**src/rtl/ov5640_pkg.sv**
```systemverilog
// ov5640_pkg: shared definitions for the OV5640 DVP capture front end.
//   - cap_state_t     : capture state machine encoding (SETTLE, IDLE, CAPTURE)
//   - CAPTURE_LATENCY : clocks from second pixel byte on cam_data to cmos_* output
//   - RGB_*           : RGB565 colour-bar constants, with a lookup helper
package ov5640_pkg;

  typedef enum logic [1:0] {
    SETTLE  = 2'd0,
    IDLE    = 2'd1,
    CAPTURE = 2'd2
  } cap_state_t;

  localparam int CAPTURE_LATENCY = 2;

  localparam logic [15:0] RGB_WHITE   = 16'hFFFF;
  localparam logic [15:0] RGB_YELLOW  = 16'hFFE0;
  localparam logic [15:0] RGB_CYAN    = 16'h07FF;
  localparam logic [15:0] RGB_GREEN   = 16'h07E0;
  localparam logic [15:0] RGB_MAGENTA = 16'hF81F;
  localparam logic [15:0] RGB_RED     = 16'hF800;
  localparam logic [15:0] RGB_BLUE    = 16'h001F;
  localparam logic [15:0] RGB_BLACK   = 16'h0000;

  // Bar index 0..7 runs left to right: white, yellow, cyan, green, magenta, red, blue, black.
  function automatic logic [15:0] colour_bar(input logic [2:0] idx);
    case (idx)
      3'd0:    colour_bar = RGB_WHITE;
      3'd1:    colour_bar = RGB_YELLOW;
      3'd2:    colour_bar = RGB_CYAN;
      3'd3:    colour_bar = RGB_GREEN;
      3'd4:    colour_bar = RGB_MAGENTA;
      3'd5:    colour_bar = RGB_RED;
      3'd6:    colour_bar = RGB_BLUE;
      default: colour_bar = RGB_BLACK;
    endcase
  endfunction

endpackage

```
**src/rtl/ov5640_byte_packer.sv**
```systemverilog
// ov5640_byte_packer: pairs consecutive DVP bytes of a line into RGB565 words.
// Ports:
//   clk, rst      : pixel clock, asynchronous active-high reset
//   href, data    : stage-0 registered line-valid and pixel byte
//   gate          : high while bytes belong to a captured frame (outside blanking)
//   pat_sel       : substitute pat_word for the sensor word on each strobe
//   pat_word      : replacement word (test pattern)
//   pix_word      : packed word, first byte in [15:8]; holds between strobes
//   pix_valid     : one-cycle strobe per packed word
//   odd_line_err  : sticky, a gated line ended on a dangling first byte
module ov5640_byte_packer
  import ov5640_pkg::*;
(
  input  logic        clk,
  input  logic        rst,
  input  logic        href,
  input  logic [7:0]  data,
  input  logic        gate,
  input  logic        pat_sel,
  input  logic [15:0] pat_word,
  output logic [15:0] pix_word,
  output logic        pix_valid,
  output logic        odd_line_err
);

  logic       phase_r;
  logic       href_d_r;
  logic [7:0] hi_r;

  // Byte-phase tracking, pair assembly and odd-line detection.
  always_ff @(posedge clk or posedge rst) begin
    if (rst) begin
      phase_r      <= 1'b0;
      href_d_r     <= 1'b0;
      hi_r         <= 8'h00;
      pix_word     <= 16'h0000;
      pix_valid    <= 1'b0;
      odd_line_err <= 1'b0;
    end else begin
      href_d_r  <= href;
      pix_valid <= 1'b0;
      // A line that ends while a first byte is waiting: flag it, the byte is dropped.
      if (href_d_r && !href && phase_r) begin
        odd_line_err <= 1'b1;
      end
      if (!href) begin
        phase_r <= 1'b0;
      end else if (gate) begin
        if (!phase_r) begin
          hi_r    <= data;
          phase_r <= 1'b1;
        end else begin
          pix_word  <= pat_sel ? pat_word : {hi_r, data};
          pix_valid <= 1'b1;
          phase_r   <= 1'b0;
        end
      end else begin
        phase_r <= 1'b0;
      end
    end
  end

endmodule

```
**src/rtl/ov5640_dvp_capture.sv**
```systemverilog
// ov5640_dvp_capture: OV5640 DVP capture front end (single pixel-clock domain).
// Skips SKIP_FRAMES sensor-settling frames after reset, then captures whole
// frames while capture_en is high, packing byte pairs into RGB565 words.
// Optional build macro: OV5640_CAPTURE_TESTPAT_EN adds input testpat_sel, which
// replaces captured pixel data with 8 vertical colour bars.
// Ports:
//   clk, rst          : pixel clock (cam_pclk), asynchronous active-high reset
//   capture_en        : capture request, honoured only at frame boundaries
//   cam_vsync/href/data : raw sensor DVP bus
//   cmos_frame_vsync  : active-high vsync, 2 clk delayed, 0 while settling
//   cmos_frame_href   : href of captured frames, 2 clk delayed
//   cmos_frame_valid  : one-cycle strobe per packed pixel
//   cmos_wr_data      : packed RGB565 pixel, first byte in [15:8]
//   frame_cnt         : count of completed captured frames (wraps)
//   odd_line_err      : sticky odd-byte-count line flag
module ov5640_dvp_capture
  import ov5640_pkg::*;
#(
  parameter int SKIP_FRAMES       = 10,
  parameter int VSYNC_ACTIVE_HIGH = 1,
  parameter int FRAME_CNT_W       = 8
) (
  input  logic                   clk,
  input  logic                   rst,
`ifdef OV5640_CAPTURE_TESTPAT_EN
  input  logic                   testpat_sel,
`endif
  input  logic                   capture_en,
  input  logic                   cam_vsync,
  input  logic                   cam_href,
  input  logic [7:0]             cam_data,
  output logic                   cmos_frame_vsync,
  output logic                   cmos_frame_href,
  output logic                   cmos_frame_valid,
  output logic [15:0]            cmos_wr_data,
  output logic [FRAME_CNT_W-1:0] frame_cnt,
  output logic                   odd_line_err
);

  localparam int SKIP_W = (SKIP_FRAMES < 2) ? 1 : $clog2(SKIP_FRAMES + 1);
  localparam logic VS_INVERT = (VSYNC_ACTIVE_HIGH == 0);

  logic                   vsync_r;
  logic                   href_r;
  logic [7:0]             data_r;
  logic                   vs_n_d_r;
  logic                   vs_n_s;
  logic                   vs_rise_s;
  logic                   vs_fall_s;
  logic                   gate_s;
  cap_state_t             state_r;
  logic [SKIP_W-1:0]      skip_cnt_r;
  logic [FRAME_CNT_W-1:0] frame_cnt_r;
  logic                   frame_vsync_r;
  logic                   frame_href_r;
  logic                   pat_sel_s;
  logic [15:0]            pat_word_s;

  // Stage 0: register the sensor bus once; vsync resets to its inactive level
  // so leaving reset never looks like a frame boundary.
  always_ff @(posedge clk or posedge rst) begin
    if (rst) begin
      vsync_r  <= VS_INVERT;
      href_r   <= 1'b0;
      data_r   <= 8'h00;
      vs_n_d_r <= 1'b0;
    end else begin
      vsync_r  <= cam_vsync;
      href_r   <= cam_href;
      data_r   <= cam_data;
      vs_n_d_r <= vs_n_s;
    end
  end

  assign vs_n_s    = vsync_r ^ VS_INVERT;
  assign vs_rise_s = vs_n_s & ~vs_n_d_r;
  assign vs_fall_s = ~vs_n_s & vs_n_d_r;
  // href during vsync-active is blanking, never pixel data.
  assign gate_s    = (state_r == CAPTURE) && !vs_n_s;

  // Frame-boundary state machine, frame counter and delayed sync outputs.
  always_ff @(posedge clk or posedge rst) begin
    if (rst) begin
      state_r       <= SETTLE;
      skip_cnt_r    <= {SKIP_W{1'b0}};
      frame_cnt_r   <= {FRAME_CNT_W{1'b0}};
      frame_vsync_r <= 1'b0;
      frame_href_r  <= 1'b0;
    end else begin
      frame_vsync_r <= (state_r != SETTLE) ? vs_n_s : 1'b0;
      frame_href_r  <= gate_s & href_r;
      case (state_r)
        SETTLE: begin
          if (skip_cnt_r == SKIP_W'(SKIP_FRAMES)) begin
            state_r <= IDLE;
          end else if (vs_rise_s) begin
            skip_cnt_r <= skip_cnt_r + SKIP_W'(1);
          end
        end
        IDLE: begin
          if (vs_fall_s && capture_en) begin
            state_r <= CAPTURE;
          end
        end
        CAPTURE: begin
          // vs_rise closes a captured frame; capture_en decides whether the next one follows.
          if (vs_rise_s) begin
            frame_cnt_r <= frame_cnt_r + FRAME_CNT_W'(1);
            if (!capture_en) begin
              state_r <= IDLE;
            end
          end
        end
        default: state_r <= SETTLE;
      endcase
    end
  end

`ifdef OV5640_CAPTURE_TESTPAT_EN
  logic [10:0] pix_cnt_r;
  logic        tp_href_d_r;

  // Pixel-in-line counter for the colour bars: cleared at href rise, advanced per strobe.
  always_ff @(posedge clk or posedge rst) begin
    if (rst) begin
      pix_cnt_r   <= 11'd0;
      tp_href_d_r <= 1'b0;
    end else begin
      tp_href_d_r <= href_r;
      if (href_r && !tp_href_d_r) begin
        pix_cnt_r <= 11'd0;
      end else if (cmos_frame_valid) begin
        pix_cnt_r <= pix_cnt_r + 11'd1;
      end
    end
  end

  assign pat_sel_s  = testpat_sel;
  assign pat_word_s = colour_bar(pix_cnt_r[9:7]);
`else
  assign pat_sel_s  = 1'b0;
  assign pat_word_s = 16'h0000;
`endif

  ov5640_byte_packer u_packer (
    .clk          (clk),
    .rst          (rst),
    .href         (href_r),
    .data         (data_r),
    .gate         (gate_s),
    .pat_sel      (pat_sel_s),
    .pat_word     (pat_word_s),
    .pix_word     (cmos_wr_data),
    .pix_valid    (cmos_frame_valid),
    .odd_line_err (odd_line_err)
  );

  assign cmos_frame_vsync = frame_vsync_r;
  assign cmos_frame_href  = frame_href_r;
  assign frame_cnt        = frame_cnt_r;

endmodule

```
**config.mk**
```make
export PLATFORM = sky130hd
export DESIGN_NAME = ov5640_dvp_capture
export DESIGN_NICKNAME = d
export VERILOG_FILES = /design/src/rtl/ov5640_pkg.sv /design/src/rtl/ov5640_byte_packer.sv /design/src/rtl/ov5640_dvp_capture.sv
export SDC_FILE = /design/constraint.sdc
export NUM_CORES = 1
export LEC_CHECK = 0
export CORE_AREA = 2 2 75 105
export CTS_BUF_LIST = sky130_fd_sc_hd__clkbuf_4 sky130_fd_sc_hd__clkbuf_8
export CTS_CLUSTER_SIZE = 30
export DETAILED_ROUTE_END_ITERATION = 10
export DIE_AREA = 0 0 77 107
export MAX_ROUTING_LAYER = met4
export PLACE_DENSITY = 0.52
export SYNTH_ARGS = -nofsm -noshare
export SYNTH_HDL_FRONTEND = slang
export SYNTH_SLANG_ARGS = --single-unit
```
**constraint.sdc**
```tcl
create_clock -name clk -period 1.5 [get_ports clk]
set_input_delay 0.3 -clock clk [delete_from_list [all_inputs] [get_ports clk]]
set_output_delay 0.3 -clock clk [all_outputs]
set_load 0.1 [all_outputs]
```
==> results of run 1 <==
## Yosys cell counts (all sizes together)
cell	instances	area [um^2]
o21bai	1	7.51
a31oi	2	12.5
nor2b	2	20.0
inv	4	15.0
xor2	1	8.76
a2bb2oi	1	8.76
dfrtp	55	1380
nor4b	1	8.76
and2b	2	17.5
xnor2	9	78.8
and4	1	8.76
and3	1	6.26
buf	3	36.3
nor2	2	7.51
nand3	1	5.00
a41oi	1	8.76
ha	3	37.5
and4bb	2	28.8
mux2	25	345
o21ai	2	10.0
a21oi	1	5.00
nor4	1	6.26
nand2	4	22.5
nand3b	1	7.51
nand4	6	37.5
## cell families after synthesis
group	share of synthesized area
fa+ha+maj	0.0176
compound gates	0.0247
flops	0.647
buf+inv	0.0241
xor+xnor	0.0412
mux	0.162
simple gates	0.0830
## metrics by stage
| step | hold WS, ns | util |
|---|---|---|
| 2_1_floorplan | 0.331 | - |
| 3_3_place_gp | 0.397 | 0.407 |
| 3_5_place_dp | 0.409 | 0.407 |
| 4_1_cts | 0.414 | 0.421 |
| 5_1_grt | 0.416 | 0.422 |
## per-layer routing
metal  GRT usage
met5           -
met4      0.0459
met3      0.0261
met2       0.171
met1       0.115
==> summary.txt, run 1 <==
Global route
  – Largest net degree at the start of global routing: 56
  – Gr ovfl total: 0
  – First-pass GRT wire length: 6.41 mm
  – Initial antenna violation count: 0
  – Vias in the first global route: 1276
  – Total global-route track usage: 0.102

Place
  – Detailed placement HPWL: 2.82 mm
  – Port bufs: 40
  – Routability Congestion: 0.688
  – Cell Area, Placed: 0.00298 mm^2
  – Dpl cells: 272
  – Worst slack at placement: 0.0273 ns

Synthesis
  – Cells after synthesis: 132
  – Yosys warning total: 0
  – Sequential area share after synthesis: 0.647
  – Number of synthesized register bits: 55
  – Synth cell types: 31
  – Avg Cell Area, Syn: 16.1 um^2
  – Syn Std Cell Area: 0.00213 mm^2
  – Mapped Nets: 148

Clocking
  – Hold-fix buffers at CTS: 0
  – Setup Fix Bufs, Post-CTS: 0
  – Post-CTS sizing: 0
  – H-tree depth: 2
  – Root Driver: clkbuf_8
  – Clock Sinks: 55
  – Clock buffer depth: 2
  – Clock buffers created by TritonCTS: 5

Status
  – Outcome: stopped before the end
  – Run Error: [ERROR DRT-0255] Maze Route cannot find path of net clk in worker of routeBox ( 48300 0 ) ( 77000 48300 ).
  – Stop stage: 5_2_route

Floorplan
  – Die H: 107 um
  – Initial Util: 0.291
  – Rows: 37
  – Num ports: 41
  – DIE WIDTH: 77 um

STA
  – Worst_ep grt: u_packer.hi_r[6]$_DFFE_PP0P_/D
  – WEP type: register input
==> run 2, diff against run 1 <==
Settings changed: CORE_AREA 2 2 75 105 to 2 2 107 109, CTS_BUF_LIST sky130_fd_sc_hd__clkbuf_4 sky130_fd_sc_hd__clkbuf_8 to unset, CTS_CLUSTER_SIZE 30 to unset, DIE_AREA 0 0 77 107 to 0 0 109 111, MAX_ROUTING_LAYER met4 to unset, PLACE_DENSITY 0.52 to unset, PLACE_DENSITY_LB_ADDON set to 0.15.
Clock period 1.5 ns to 2 ns, I/O delays scaled along.
==> run 2 against run 1 <==
Net effect:
- synthesized cell count is the same
- global-route usage shrank 3.0 points
- area after synthesis is the same
- the run now ends clean
==> summary.txt, run 2 <==
Synthesis
  – Mapped Nets: 148
  – Top-count cell post-synth: dfrtp_1
  – Synth area leaders: dfrtp_1 (65%), mux2_4 (12%), mux2_2 (4.2%)
  – Synth cell types: 31
  – Sequential area share after synthesis: 0.647
  – Syn Std Cell Area: 0.00213 mm^2
  – Cells after synthesis: 132
  – Leading area contributor after synthesis: dfrtp_1
  – Async S/R FF share, synth: 1.00
  – Post-synth EDFFs: 0
  – Main synth FF type: dfrtp_1
  – Avg Cell Area, Syn: 16.1 um^2
  – Yosys warning total: 0
  – Top-area cell type share of the netlist area: 0.647
  – Number of synthesized register bits: 55
  – Commonest cells post-synth: dfrtp_1 (55), mux2_4 (17), xnor2_1 (9)

Clocking
  – Worst-skew pair later-pin latency: 0.29 ns
  – Post-CTS sizing: 0
  – Setup Fix Bufs, Post-CTS: 0
  – H-tree depth: 2
  – Hold-fix buffers at CTS: 0
  – Clock buffer depth: 2
  – Root Driver: clkbuf_16
  – Clk slew on worst S/H paths: 0.07 ns
  – Clock Sinks: 55
  – Clock buffers created by TritonCTS: 5
  – CTS tree: built

Setup path
  – Critical path's slowest cell: dfrtp_1
  – CP Data Required Time: 2.18 ns
  – Largest stage delay, worst path: 0.45 ns
  – Worst path arrival time: 1.84 ns
  – CP Capture Type: flop
  – Maximum fanout along the worst path: 9
  – Reg2Reg Setup Slack: 0.35 ns
  – Worst setup SP type: flop
  – WS Path Type: reg -> reg
  – Critical path cell sequence: and4bb_4, nor2b_4, mux2_4

Place
  – Detailed placement HPWL: 2.61 mm
  – Port bufs: 40
  – Dpl cells: 314
  – Routability Congestion: 0.705

Floorplan
  – Die area: 0.0121 mm^2
  – Num ports: 41
  – Placeable Area: 0.0111 mm^2
  – Initial Util: 0.192
  – Rows: 39
  – DIE WIDTH: 109 um
  – Die H: 111 um

Final layout
  – Commonest non-fill, non-tap cell in the layout: dfrtp_1
  – Post-route insts no fill: 322
  – Layout Area Growth over Synthesis: 31.4%
  – Fill count: 1147
  – Biggest register: u_packer.pix_word
  – Final core occ: 0.252
  – Most frequent cells in the layout: dfrtp_1 (55), buf_4 (27), mux2_4 (17)
  – Ant. Diodes: 0
  – Share of layout cells above drive strength 1: 0.385
  – Max FFs per register: 16
  – Fin nets: 194

STA
  – Fin. max-slew vios: 0
  – Fmax: 605 MHz
  – Unrepaired setup endpoints after global routing: false
  – Setup Skew: 0.00331 ns
  – Tcrit/Tclk final: 0.827
  – Hold slack: 0.441 ns
  – Least-Margin Pin Slew: 0.380 ns
  – Crit path time final: 1.65 ns
  – Fin. Hold Viols: 0
  – Max-slew headroom: 0.746
  – # setup viols final: 0
  – Setup TNS: 0 ns

Power
  – VDD IR max: 522 uV
  – Pwr Density: 1200 mW/mm^2
  – Pleak: 1.34 nW

Status
  – Outcome: finished, final reports clean

Detailed routing
  – DR vias/cell: 3.66
  – Pre-antenna DRT Iters: 3
  – Via count: 1180
  – Initial drt markers: 19
  – Routed len/inst: 12.7 um
  – Remaining DRCs: 0
  – Post-route ant nets: 0
  – Final wirelength: 4.10 mm

Global route
  – First-pass GRT wire length: 6.49 mm
  – Total global-route track usage: 0.0725
  – Initial antenna violation count: 0
  – Vias in the first global route: 1175
  – Largest net degree at the start of global routing: 56
  – Gr ovfl total: 0

Worst hold path
  – Worst hold path type: reg -> reg

Flow run
  – Max_cap viols: 0
-- run 2: cell counts after synthesis --
No cell type changed its count.
-- run 2: through the flow --
| stage | power (W) | cell area, um^2 | setup slack (ns) |
|---|---|---|---|
| 2_1_floorplan | 0.00223 | 2130 | 0.257 |
| 3_3_place_gp | 0.00252 | 2650 | 0.389 |
| 3_5_place_dp | 0.00251 | 2650 | 0.334 |
| 4_1_cts | 0.00342 | 2790 | 0.312 |
| 5_1_grt | 0.00353 | 2790 | 0.241 |
| 6_report | 0.00335 | 2790 | 0.346 |
-- run 2: power breakdown --
part           internal [W]  switching [W]  total, W
clock network      0.000464       0.000402  0.000866
logic              0.000393       0.000588  0.000981
registers           0.00132       0.000187   0.00150
total               0.00217        0.00118   0.00335
-- run 2: final cells by class --
cell class,instances,area (um^2),share of cell area
flip-flops and latches,55,1380,0.493
multi-input cells,70,699,0.250
repair buffers,42,383,0.137
well taps,143,179,0.0640
clock buffers,6,129,0.0461
inverters,4,15.0,0.00537
clock inverters,2,12.5,0.00448
-- run 2: logic make-up (layout without fill, tap and decap cells) --
group | count (synthesis) | in the layout | share of synthesized area
DFF | 55 | 55 | 0.647
muxes | 25 | 25 | 0.162
and+or+nand+nor | 24 | 24 | 0.0830
xor gates and xnor gates | 10 | 10 | 0.0412
AOI/OAI and AO/OA | 8 | 8 | 0.0247
buffers and inverters | 7 | 54 | 0.0241
adders and majority gates | 3 | 3 | 0.0176
-- run 2: path summary, 6_finish.rpt --
check	depth (start not counted)	from	end
min in group asynchronous	3	rst	cmos_frame_vsync
worst max register to register	3	state_r[0]	u_packer.hi_r[0]
worst min-delay path	0	href_r	u_packer.href_d_r
worst max-delay path	3	state_r[0]	u_packer.hi_r[0]
max in group asynchronous	3	rst	u_packer.pix_valid
worst min register to register	0	href_r	u_packer.href_d_r
-- run 2: critical path, delay by kind of cell, from the launching register on --
kind             cells  cell delay (ns)
DFF                  1             0.45
muxes                1             0.34
and+or+nand+nor      2             0.75
-- run 2: routing by layer --
layer | global-route usage | vias up | share of wire
li1 | - | 558 | -
met1 | 0.108 | 578 | 0.51
met2 | 0.0915 | 36 | 0.40
met3 | 0.0282 | 8 | 0.072
met4 | 0.0308 | 0 | 0.018
met5 | 0 | - | 0
Power figures use the tool's default switching activity.
==> run 3, diff against run 2 <==
Clock period 2 ns to 1.4 ns, I/O delays scaled along.
==> run 3 against run 2 <==
Net effect:
- the run now ends with negative setup slack left
- sequential power increased by 43%
- cell area increased by 17%
- register-to-register slack got worse by 0.39 ns
- clock skew increased by 0.0037 ns
- cell count increased by 3.4%
- fmax increased by 15%
- flip-flop and latch count unchanged
- wire length about the same
- largest cell class unchanged
==> summary.txt, run 3 (synthesis results as in run 2) <==
Setup path
  – CP Capture Type: flop
  – Buf/Inv on CP: 1
  – Reg2Reg Setup Slack: -0.04 ns
  – CP Data Required Time: 1.58 ns
  – Worst path arrival time: 1.62 ns
  – Critical path cell sequence: and4bb_4, nor2b_4, buf_12, mux2_4
  – Worst setup SP type: flop
  – Crit path max-delay family: simple AND/OR/NAND/NOR gates
  – Critical path's slowest cell: dfrtp_1
  – Largest stage delay, worst path: 0.38 ns
  – WS Path Type: reg -> reg
  – Maximum fanout along the worst path: 9

Worst hold path
  – Worst hold path type: in -> async

Global route
  – Largest net degree at the start of global routing: 38
  – Gr ovfl total: 0
  – First-pass GRT wire length: 6.45 mm
  – Vias in the first global route: 1223
  – Initial antenna violation count: 0
  – Total global-route track usage: 0.0694

Floorplan
  – Num ports: 41
  – Initial Util: 0.192
  – DIE WIDTH: 109 um
  – Die H: 111 um
  – Rows: 39
  – Die area: 0.0121 mm^2
  – Placeable Area: 0.0111 mm^2

Detailed routing
  – Routed len/inst: 12.3 um
  – Final wirelength: 4.10 mm
  – Remaining DRCs: 0
  – DR vias/cell: 3.63
  – Initial drt markers: 28
  – Pre-antenna DRT Iters: 4
  – Via count: 1210
  – Post-route ant nets: 0

Final layout
  – Layout Area Growth over Synthesis: 53.3%
  – Most frequent cells in the layout: dfrtp_1 (48), buf_12 (30), mux2_4 (17)
  – Share of layout cells above drive strength 1: 0.468
  – Post-route insts no fill: 333
  – Final core occ: 0.294
  – Commonest non-fill, non-tap cell in the layout: dfrtp_1
  – Ant. Diodes: 0
  – Biggest register: u_packer.pix_word
  – Fin nets: 205
  – Max FFs per register: 16

Clocking
  – Root Driver: clkbuf_16
  – H-tree depth: 2
  – Clk slew on worst S/H paths: 0.07 ns
  – Hold-fix buffers at CTS: 0
  – Worst-skew pair later-pin latency: 0.29 ns
  – CTS tree: built
  – Clock Sinks: 55
  – Clock buffers created by TritonCTS: 5
  – Clock buffer depth: 2

Power
  – Pwr Density: 1580 mW/mm^2
  – VDD IR max: 736 uV
  – Pleak: 1.46 nW

STA
  – Tcrit/Tclk final: 1.03
  – Crit path time final: 1.44 ns
  – Max-slew headroom: 0.745
  – # setup viols final: 24
  – Setup TNS: -0.422 ns
  – Fin. max-slew vios: 0
  – Unrepaired setup endpoints after global routing: true
  – Hold slack: 0.379 ns
  – Setup Skew: 0.00704 ns
  – Fin. Hold Viols: 0
  – Fmax: 694 MHz
  – Final Worst Setup Slack: -0.0407 ns
  – Least-Margin Pin Slew: 0.382 ns

Place
  – Detailed placement HPWL: 2.71 mm
  – Dpl cells: 322
  – Routability Congestion: 0.715
  – Port bufs: 40
  – Worst slack at placement: -0.0803 ns

Flow run
  – Max_cap viols: 0

Status
  – Outcome: finished, violations left
  – Failing checks: negative setup slack
==> run 3: changes by cell type in the layout (fill, tap and decap cells not counted), sizes merged <==
cell,delta
buf,+10
nand2,+1
==> run 3: timing repair <==
item / 4_1_cts / 5_1_grt
buffers inserted: 0 / 2
cloned: 0 / 1
endpoints found under the hold margin: 0 / 0
endpoints found under the setup margin: 23 / 24
pin swaps: 1 / 0
resized for setup: 2 / 1
==> run 3: path summary, 6_finish.rpt <==
kind,startpoint,endpoint,depth (start not counted)
max,state_r[0],u_packer.hi_r[7],4
min,rst,data_r[2],3
max reg2reg,state_r[0],u_packer.hi_r[7],4
min reg2reg,skip_cnt_r[3],skip_cnt_r[3],1
max in group asynchronous,rst,frame_cnt[3],3
min in group clk,cam_data[1],data_r[1],1
==> run 3: per-layer routing <==
metal | global-route usage | share of wire | vias up
met5 | 0 | 0 | -
met4 | 0.0256 | 0.015 | 0
met3 | 0.0247 | 0.061 | 8
met2 | 0.0923 | 0.43 | 32
met1 | 0.102 | 0.49 | 593
li1 | - | - | 577
==> run 3: worst register-to-register path, delay by kind of cell (launching register included) <==
| kind | cells | cell delay (ns) |
|---|---|---|
| AND/OR/NAND/NOR | 2 | 0.50 |
| buffers and inverters | 1 | 0.15 |
| flip-flops | 1 | 0.38 |
| multiplexers | 1 | 0.30 |
==> run 3: cell type report <==
cell class | instances | area (um^2)
Fill cell | 1088 | 7820
Sequential cell | 55 | 1390
Timing Repair Buffer | 52 | 796
Multi-Input combinational cell | 71 | 729
Tap cell | 143 | 179
Clock buffer | 6 | 139
Inverter | 4 | 18.8
Clock inverter | 2 | 13.8
==> run 3: power by group <==
group	switching, W	internal [W]
sequential	0.000259	0.00189
combinational	0.000906	0.000785
clock	0.000585	0.000717
total	0.00175	0.00339
==> run 3: per-stage QoR <==
step | instance area, um^2 | total power, W
2_1_floorplan | 2140 | 0.00320
3_3_place_gp | 3060 | 0.00385
3_5_place_dp | 3060 | 0.00386
4_1_cts | 3230 | 0.00521
5_1_grt | 3260 | 0.00542
6_report | 3260 | 0.00514
==> run 4, diff against run 3 <==
Settings changed: CORE_AREA 2 2 107 109 to 3 3 108 110, DIE_AREA 0 0 109 111 to 0 0 111 113.
==> run 4 against run 3 <==
Net effect:
- the flow still finishes with violations (negative setup slack)
- worst hold slack lost 0.096 ns
- first-iteration DRC count shrank 54%
- wire length grew 2.7%
- global-route usage grew 0.065 points
- setup slack lost 0.018 ns
- total power shrank 8.0%
- sequential power is essentially flat
- largest cell class unchanged
==> summary.txt, run 4 (synthesis results as in run 2) <==
Power
  – VDD IR max: 720 uV
  – Final Power: 0.00473 W
  – Pwr Density: 1480 mW/mm^2
  – Pleak: 1.43 nW

STA
  – # setup viols final: 10
  – Max-slew headroom: 0.792
  – Setup Skew: 0.00642 ns
  – Fin. max-slew vios: 0
  – Setup TNS: -0.431 ns
  – Final Worst Setup Slack: -0.0586 ns
  – Fin. Hold Viols: 0
  – Unrepaired setup endpoints after global routing: true
  – Fmax: 686 MHz
  – Crit path time final: 1.46 ns
  – Least-Margin Pin Slew: 0.311 ns
  – Tcrit/Tclk final: 1.04
  – Hold slack: 0.283 ns

Clocking
  – Root Driver: clkbuf_8
  – H-tree depth: 2
  – Worst-skew pair later-pin latency: 0.30 ns
  – Clock Sinks: 55
  – Clock buffers created by TritonCTS: 5
  – Clock buffer depth: 2
  – CTS tree: built
  – Clk slew on worst S/H paths: 0.10 ns

Setup path
  – CP Data Required Time: 1.59 ns
  – Critical path's slowest cell: dfrtp_1
  – WS Path Type: reg -> reg
  – Worst setup SP type: flop
  – Worst path arrival time: 1.65 ns
  – CP Capture Type: flop
  – Largest stage delay, worst path: 0.38 ns
  – Critical path cell sequence: and4bb_4, nor2b_4, buf_12, mux2_4
  – R2R cell count: 4
  – Maximum fanout along the worst path: 9

Floorplan
  – Num ports: 41
  – Die area: 0.0125 mm^2
  – Die H: 113 um
  – Placeable Area: 0.0108 mm^2
  – DIE WIDTH: 111 um
  – Rows: 38
  – Initial Util: 0.197

Global route
  – Total global-route track usage: 0.0700
  – Vias in the first global route: 1343
  – First-pass GRT wire length: 7.00 mm
  – Gr ovfl total: 0
  – Initial antenna violation count: 0
  – Largest net degree at the start of global routing: 28

Detailed routing
  – Remaining DRCs: 0
  – Via count: 1185
  – Pre-antenna DRT Iters: 4
  – DR vias/cell: 3.62
  – Final wirelength: 4.21 mm
  – Post-route ant nets: 0
  – Routed len/inst: 12.9 um
  – Initial drt markers: 13

Final layout
  – Final core occ: 0.295
  – Fin nets: 202
  – Layout Area Growth over Synthesis: 49.6%
  – Share of layout cells above drive strength 1: 0.455
  – Max FFs per register: 16
  – Commonest non-fill, non-tap cell in the layout: dfrtp_1
  – Ant. Diodes: 0
  – Most frequent cells in the layout: dfrtp_1 (48), buf_12 (31), mux2_4 (17)
  – Biggest register: u_packer.pix_word

Place
  – Detailed placement HPWL: 2.90 mm
  – Port bufs: 40
  – Routability Congestion: 0.641

Status
  – Failing checks: negative setup slack
  – Outcome: finished, violations left

Flow run
  – Max_cap viols: 0

Worst hold path
  – Worst hold path type: in -> async
-- run 4: power by group --
group,switching [W],internal (W)
logic,0.000905,0.000788
registers,0.000274,0.00189
clock network,0.000522,0.000352
total,0.00170,0.00303
-- run 4: area by class of cell --
cell class | count | area (um^2)
well taps | 140 | 175
clock buffers | 6 | 72.6
fillers | 1076 | 7610
flip-flops and latches | 55 | 1390
multi-input cells | 70 | 718
inverters | 4 | 18.8
repair buffers | 50 | 801
clock inverters | 2 | 12.5
-- run 4: through the flow --
step | setup slack (ns) | instance area, um^2 | cells
finish | -0.0586 | 3180 | 327
global route | -0.106 | 3180 | 327
CTS | -0.0878 | 3170 | 327
detailed placement | -0.0638 | 3060 | 318
global placement | -0.0340 | 3060 | 318
floorplan | -0.0594 | 2140 | 132
-- run 4: path summary, 6_finish.rpt --
check                              start  slack, ns                    to
worst max-delay path              vs_n_s      -0.06      u_packer.hi_r[5]
worst min-delay path                 rst       0.28  u_packer.pix_word[1]
worst max register to register    vs_n_s      -0.06      u_packer.hi_r[5]
worst min register to register    href_r       0.44     u_packer.href_d_r
max in group asynchronous            rst       0.69            state_r[0]
min in group clk                cam_href       0.41                href_r
-- run 4: what timing repair did --
action	CTS	global route
gates resized for setup	2	3
hold buffers	0	0
setup buffers	1	0
pin swaps	1	2
endpoints found under the setup margin	26	27
-- run 4: critical path: cells and delay by family (launching register included) --
kind,cells,cell delay [ns]
simple gates,2,0.53
flops,1,0.38
mux,1,0.30
buf+inv,1,0.15
-- run 4: metal layers --
metal,up-vias,wire [um],part of all wire,global-route usage
li1,570,-,-,-
met1,586,2060,0.49,0.0965
met3,2,194,0.046,0.0246
met5,-,0,0,0
met2,27,1930,0.46,0.104
met4,0,18,0.0043,0.0197
